### config.mk
export PLATFORM = sky130hd
export DESIGN_NAME = bus_err_unit_tracked
export DESIGN_NICKNAME = d
export VERILOG_FILES = /design/src/rtl/bus_err_unit_tracked.sv
export SDC_FILE = /design/constraint.sdc
export NUM_CORES = 1
export LEC_CHECK = 0
export ABC_AREA = 1
export CAP_MARGIN = 25
export CELL_PAD_IN_SITES_DETAIL_PLACEMENT = 0
export CELL_PAD_IN_SITES_GLOBAL_PLACEMENT = 1
export CORE_ASPECT_RATIO = 1.25
export CORE_MARGIN = 4
export CORE_UTILIZATION = 48
export DETAILED_ROUTE_END_ITERATION = 8
export HOLD_SLACK_MARGIN = 0.06
export PLACE_DENSITY_LB_ADDON = 0.1
export SLEW_MARGIN = 0
export SYNTH_ARGS = -nofsm -noshare
export SYNTH_HDL_FRONTEND = slang
export SYNTH_SLANG_ARGS = --single-unit
### constraint.sdc
create_clock -name clk_i -period 4.8 [get_ports clk_i]
set_input_delay 0.48 -clock clk_i [delete_from_list [all_inputs] [get_ports clk_i]]
set_output_delay 0.48 -clock clk_i [all_outputs]
set_load 0.02 [all_outputs]
### src/rtl/bus_err_unit_tracked.sv
// Multi-channel bus error logger: per-channel request trackers matched against
// response bursts, with a pop-style error FIFO, saturating counter and fill IRQ.
module bus_err_unit_tracked #(
  parameter int unsigned AddrWidth       = 48,
  parameter int unsigned MetaDataWidth   = 1,
  parameter int unsigned ErrBits         = 3,
  parameter int unsigned NumChannels     = 2,
  parameter int unsigned NumOutstanding  = 4,
  parameter int unsigned NumStoredErrors = 4,
  parameter bit          DropOldest      = 1'b0,
  parameter int unsigned CntWidth        = 16,
  parameter int unsigned ChanW           = (NumChannels > 1) ? $clog2(NumChannels) : 1
) (
  input  logic                               clk_i,
  input  logic                               rst_ni,
  input  logic [NumChannels-1:0]             req_hs_valid_i,
  input  logic [AddrWidth-1:0]               req_addr_i,
  input  logic [MetaDataWidth-1:0]           req_meta_i,
  input  logic [NumChannels-1:0]             rsp_hs_valid_i,
  input  logic [NumChannels-1:0]             rsp_burst_last_i,
  input  logic [ErrBits-1:0]                 rsp_err_i,
  input  logic [ErrBits-1:0]                 err_mask_i,
  input  logic [$clog2(NumStoredErrors+1)-1:0] irq_thresh_i,
  input  logic                               err_cnt_clr_i,
  input  logic                               err_pop_i,
  output logic                               err_valid_o,
  output logic [AddrWidth-1:0]               err_addr_o,
  output logic [MetaDataWidth-1:0]           err_meta_o,
  output logic [ErrBits-1:0]                 err_code_o,
  output logic [ChanW-1:0]                   err_chan_o,
  output logic                               err_overflow_o,
  output logic [CntWidth-1:0]                err_cnt_o,
  output logic                               err_irq_o,
  output logic                               track_ovf_o,
  output logic                               track_unf_o
);

  localparam int unsigned FillW   = $clog2(NumStoredErrors + 1);
  localparam int unsigned FPtrW   = (NumStoredErrors > 1) ? $clog2(NumStoredErrors) : 1;
  localparam int unsigned TPtrW   = (NumOutstanding > 1) ? $clog2(NumOutstanding) : 1;
  localparam int unsigned TCntW   = $clog2(NumOutstanding + 1);

  typedef struct packed {
    logic [AddrWidth-1:0]     addr;
    logic [MetaDataWidth-1:0] meta;
  } trk_entry_t;

  typedef struct packed {
    logic [AddrWidth-1:0]     addr;
    logic [MetaDataWidth-1:0] meta;
    logic [ErrBits-1:0]       code;
    logic [ChanW-1:0]         chan;
  } err_entry_t;

  function automatic logic [TPtrW-1:0] trk_inc(input logic [TPtrW-1:0] p);
    return (p == TPtrW'(NumOutstanding - 1)) ? '0 : p + TPtrW'(1);
  endfunction

  function automatic logic [FPtrW-1:0] fifo_inc(input logic [FPtrW-1:0] p);
    return (p == FPtrW'(NumStoredErrors - 1)) ? '0 : p + FPtrW'(1);
  endfunction

  // Handshakes: a request or response beat transfers in any cycle its one-hot
  // valid bit is high; the block never back-pressures, it drops and flags instead.
  // err_pop_i removes the FIFO head in a cycle where err_valid_o is high.

  trk_entry_t                trk_mem [NumChannels][NumOutstanding];
  logic [TPtrW-1:0]          trk_wr  [NumChannels];
  logic [TPtrW-1:0]          trk_rd  [NumChannels];
  logic [TCntW-1:0]          trk_cnt [NumChannels];
  logic [NumChannels-1:0]    burst_err_q;

  err_entry_t                err_mem [NumStoredErrors];
  logic [FPtrW-1:0]          err_wr, err_rd;
  logic [FillW-1:0]          fill_q;
  logic                      ovf_q;
  logic [CntWidth-1:0]       cnt_q;
  logic                      track_ovf_q, track_unf_q;

  logic [NumChannels-1:0]    trk_empty, trk_full, rsp_hit, trk_pop, trk_push;
  logic [ChanW-1:0]          rsp_chan;
  trk_entry_t                req_entry, rsp_head;
  err_entry_t                cap_entry;
  logic                      err_beat, capture, req_drop, rsp_unf;
  logic                      pop_acc, fifo_full, drop, wr_en, rd_adv;

  assign req_entry = '{addr: req_addr_i, meta: req_meta_i};

  always_comb begin
    rsp_chan = '0;
    for (int c = 0; c < NumChannels; c++) begin
      trk_empty[c] = (trk_cnt[c] == '0);
      trk_full[c]  = (trk_cnt[c] == TCntW'(NumOutstanding));
      // A beat on an empty tracker still matches a request pushed the same cycle.
      rsp_hit[c]   = rsp_hs_valid_i[c] & (~trk_empty[c] | req_hs_valid_i[c]);
      trk_pop[c]   = rsp_hit[c] & rsp_burst_last_i[c];
      trk_push[c]  = req_hs_valid_i[c] & (~trk_full[c] | trk_pop[c]);
      if (rsp_hs_valid_i[c]) rsp_chan = ChanW'(c);
    end
  end

  assign req_drop = |(req_hs_valid_i & trk_full & ~trk_pop);
  assign rsp_unf  = |(rsp_hs_valid_i & trk_empty & ~req_hs_valid_i);
  assign err_beat = (|rsp_hs_valid_i) & (|(rsp_err_i & ~err_mask_i));
  assign rsp_head = trk_empty[rsp_chan] ? req_entry : trk_mem[rsp_chan][trk_rd[rsp_chan]];
  assign capture  = err_beat & rsp_hit[rsp_chan] & ~burst_err_q[rsp_chan];
  assign cap_entry = '{addr: rsp_head.addr, meta: rsp_head.meta, code: rsp_err_i, chan: rsp_chan};

  assign pop_acc   = err_pop_i & (fill_q != '0);
  assign fifo_full = (fill_q == FillW'(NumStoredErrors));
  assign drop      = capture & fifo_full & ~pop_acc;
  assign wr_en     = capture & (~fifo_full | pop_acc | DropOldest);
  assign rd_adv    = pop_acc | (drop & DropOldest);

  always_ff @(posedge clk_i) begin
    if (!rst_ni) begin
      for (int c = 0; c < NumChannels; c++) begin
        trk_wr[c]  <= '0;
        trk_rd[c]  <= '0;
        trk_cnt[c] <= '0;
      end
      burst_err_q <= '0;
      err_wr      <= '0;
      err_rd      <= '0;
      fill_q      <= '0;
      ovf_q       <= 1'b0;
      cnt_q       <= '0;
      track_ovf_q <= 1'b0;
      track_unf_q <= 1'b0;
    end else begin
      for (int c = 0; c < NumChannels; c++) begin
        if (trk_push[c]) trk_wr[c] <= trk_inc(trk_wr[c]);
        if (trk_pop[c])  trk_rd[c] <= trk_inc(trk_rd[c]);
        if (trk_push[c] && !trk_pop[c])      trk_cnt[c] <= trk_cnt[c] + TCntW'(1);
        else if (!trk_push[c] && trk_pop[c]) trk_cnt[c] <= trk_cnt[c] - TCntW'(1);
        if (rsp_hs_valid_i[c] && rsp_burst_last_i[c]) burst_err_q[c] <= 1'b0;
        else if (capture && (rsp_chan == ChanW'(c))) burst_err_q[c] <= 1'b1;
      end
      if (wr_en)  err_wr <= fifo_inc(err_wr);
      if (rd_adv) err_rd <= fifo_inc(err_rd);
      if (wr_en && !rd_adv)      fill_q <= fill_q + FillW'(1);
      else if (!wr_en && rd_adv) fill_q <= fill_q - FillW'(1);
      if (drop)         ovf_q <= 1'b1;
      else if (pop_acc) ovf_q <= 1'b0;
      if (err_cnt_clr_i)      cnt_q <= capture ? CntWidth'(1) : '0;
      else if (capture && !(&cnt_q)) cnt_q <= cnt_q + CntWidth'(1);
      track_ovf_q <= req_drop;
      track_unf_q <= rsp_unf;
    end
  end

  // Storage arrays carry no reset; occupancy counters alone define validity.
  always_ff @(posedge clk_i) begin
    for (int c = 0; c < NumChannels; c++) begin
      if (trk_push[c]) trk_mem[c][trk_wr[c]] <= req_entry;
    end
    if (wr_en) err_mem[err_wr] <= cap_entry;
  end

  assign err_valid_o    = (fill_q != '0);
  assign err_addr_o     = err_valid_o ? err_mem[err_rd].addr : '0;
  assign err_meta_o     = err_valid_o ? err_mem[err_rd].meta : '0;
  assign err_code_o     = err_valid_o ? err_mem[err_rd].code : '0;
  assign err_chan_o     = err_valid_o ? err_mem[err_rd].chan : '0;
  assign err_overflow_o = ovf_q;
  assign err_cnt_o      = cnt_q;
  assign err_irq_o      = (irq_thresh_i != '0) && (fill_q >= irq_thresh_i);
  assign track_ovf_o    = track_ovf_q;
  assign track_unf_o    = track_unf_q;

endmodule

==> flow_summary_export.csv <==
group,metric,value,unit
clocking,clkLatencyLatePin,0.59,ns
place,dp_hpwl,37900,um
setup_path,worstSetupStartpointType,"register",
place,io_buffers,141,
status,outcome,"completed",
hold_path,hold_depth,1,
power_and_ir_drop,cellPowerDensity,508,nW/um^2
detailed_routing,drt-pass1-iter-count,5,
sta,tightestPinTransition,1.17,ns
clocking,cts_setup_buffers,0,
floorplanning,fp.dieW,218,um
yosys,yosysTopAreaCellShare,0.698,
setup_path,cp_slowest_cell,"inv_2",
setup_path,crit_arrival,3.31,ns
sta,rsz0062_at_grt,"no",
detailed_routing,totalWireLength,66100,um
clocking,cts_tree,"done",
grt,overflow,0,
floorplanning,num_rows,96,
yosys,yosysSeqAreaShare,0.721,
sta,fin_crit_sh,0.789,
grt,grt_first_pass_wirelength,100000,um
clocking,h-tree-depth,3,
setup_path,max_stage_delay,0.69,ns
floorplanning,die_h,271,um
yosys,ys_types,31,
sta,hold_viol_final,0,
sta,drv_slew,0,
floorplanning,dieArea,59200,um^2
grt,antenna_found_initial,3,
yosys,synthTopCellsByArea,"edfxtp_1, nand2_1, nand3_1, nor2_1, dfxtp_1",
cells_and_area,area_growth,16.6,%
detailed_routing,routedWlPerCell,20.6,um
power_and_ir_drop,ir_drop,364,uV
sta,fin_tns_setup,0,ns
clocking,cts_root_buf,"clkbuf_16",
detailed_routing,vias_per_cell,5.43,
yosys,netlist_instances,2305,
clocking,hold_buffers,0,
yosys,ys_warn_count,0,
setup_path,path_class,"reg -> out",
grt,grt_max_degree,198,
setup_path,crit_chain,"inv_2 > buf_12 > o21ai_0 > a21oi_1 > clkdlybuf4s50_1",
detailed_routing,drt_iter0_drc,1282,
floorplanning,initial_core_util,0.484,
floorplanning,design.core.area,54900,um^2
detailed_routing,route.detailed.drc,0,
yosys,yosys.area.top_type,"edfxtp_1",
detailed_routing,via_count,17400,
sta,period_minus_slack,3.79,ns
clocking,clkTransAtPathRegs,0.06,ns
detailed_routing,postRouteAntennaNets,0,
clocking,clock_path_buffers,3,
floorplanning,ios,142,
yosys,syn-mean-instance-area,11.5,um^2
yosys,synth_seq_cells,648,
clocking,cts_resized,0,
power_and_ir_drop,leakagePower,11.0,nW
cells_and_area,drive_gt1_frac,0.0639,
flow_run,drv_cap,0,
clocking,cts_sinks,648,
setup_path,rr_worst_depth,6,
sta,max_freq,264,MHz
yosys,syn_nets,2398,
sta,fin_skew,0.0289,ns
cells_and_area,stdcell_area,31000,um^2
setup_path,cp_max_fo,56,
grt,grt_use_total,0.221,
sta,holdWs,0.419,ns
hold_path,hold_path.class,"in -> reg",
setup_path,worstSetupEndpointType,"output port",
place,place_congestion,0.805,
clocking,numCtsBuffers,66,
place,place_area,28800,um^2
cells_and_area,fin_nets,2513,
sta,setup_viol,0,
yosys,netlist_area,26600,um^2
grt,grt_pass1_vias,16600,
sta,slew_headroom,0.221,
setup_path,worstPathRequired,4.32,ns
## worst max-delay path: cells and delay by family, from the launching register on
| kind | cells | cell delay, ns |
|---|---|---|
| buf+inv | 3 | 1.70 |
| flops | 1 | 0.47 |
| compound gates | 2 | 0.51 |
## Yosys cell counts, drive strengths merged
| cell | n |
|---|---|
| a21oi | 72 |
| a31oi | 50 |
| and3 | 1 |
| buf | 53 |
| clkbuf | 76 |
| clkinv | 1 |
| dfxtp | 30 |
| edfxtp | 618 |
| fa | 2 |
| ha | 23 |
| inv | 90 |
| nand2 | 484 |
| nand3 | 322 |
| nand4 | 11 |
| nor2 | 333 |
| nor3 | 2 |
| o211a | 1 |
| o21ai | 122 |
| o21bai | 6 |
| o32ai | 1 |
| xnor2 | 1 |
| xor2 | 6 |
## where the power goes
group | total (W) | internal [W] | leakage [nW] | switching, W
clock | 0.00511 | 0.00302 | 1.05 | 0.00209
combinational | 0.00370 | 0.00121 | 4.01 | 0.00249
sequential | 0.00694 | 0.00679 | 5.92 | 0.000144
## worst paths after layout
check / start / to / slack [ns]
worst max-delay path: register / err_addr_o[29] / 1.01
worst min-delay path: rsp_hs_valid_i[1] / err_mem[2][0] / 0.42
worst max register to register: trk_rd[0][0] / err_mem[2][6] / 1.79
worst min register to register: err_overflow_o / err_overflow_o / 0.48
## sequential cells by signal, summed over array words and instances (netlist names), named ones only
name,cells
fill_q,3
trk_wr,4
err_overflow_o,1
err_mem,212
track_unf_o,1
err_cnt_o,16
trk_mem,392
burst_err_q,2
track_ovf_o,1
trk_cnt,6
err_wr,2
err_rd,2
trk_rd,4
## stage by stage
stage | std cells | total power (W) | util | worst slack [ns]
after floorplan | 2305 | 0.00907 | - | 0.971
after global placement | 3087 | 0.0107 | 0.525 | 1.31
after detailed placement | 3087 | 0.0108 | 0.525 | 1.25
after CTS | 3207 | 0.0159 | 0.565 | 0.969
after global routing | 3210 | 0.0165 | 0.565 | 0.840
final | 3210 | 0.0158 | 0.565 | 1.01
## final cells by class
class / instances / area [um^2]
clock inverters: 32 / 394
inverters: 91 / 347
well taps: 735 / 920
diodes: 3 / 7.51
clock buffers: 88 / 1750
flip-flops and latches: 648 / 19200
multi-input cells: 1437 / 6640
fillers: 4563 / 23900
repair buffers: 176 / 1780
## cells by family (layout without fill, tap and decap cells)
kind of cell	Yosys count	after routing	share of synthesized area
AO/OA/AOI/OAI	252	252	0.0515
XOR/XNOR	7	7	0.00231
adder cells (fa/ha/maj)	25	25	0.0123
buffers and inverters	220	387	0.0338
flip-flops	648	648	0.721
other	0	3	0
AND/OR/NAND/NOR	1153	1153	0.179
## metal layers
layer / vias up / routed length [um] / GRT usage
met5: - / 0 / 0
met4: 0 / 1110 / 0.0609
met3: 75 / 3820 / 0.0298
met2: 518 / 31600 / 0.358
met1: 8531 / 29500 / 0.318
li1: 8319 / - / -
## cell usage in the layout, fill, tap and decap left out, types with 2 or more instances in the layout
cell             netlist  routed
nand3_1              322     322
inv_6                  0       7
nand2_1              484     484
o21ai_4                1       2
dfxtp_1               30      28
bufinv_16              0       8
ha_1                  23      23
clkinv_2               0      11
xor2_1                 6       6
clkinv_1               1       6
buf_4                  4      27
edfxtp_1             618     618
inv_1                 84      83
a21oi_1               72      72
nor2_1               332     320
fa_1                   2       2
a31oi_1               49      49
clkinvlp_4             0       2
o21ai_0              119     119
clkbuf_16              0      66
nand4_1               11      11
inv_2                  6       5
o21bai_1               6       6
buf_12                 0       8
clkbuf_1              76      20
clkbuf_8               0       2
diode_2                0       3
clkdlybuf4s50_1        0     140
nor2_4                 0      12
Power figures use the tool's default switching activity.
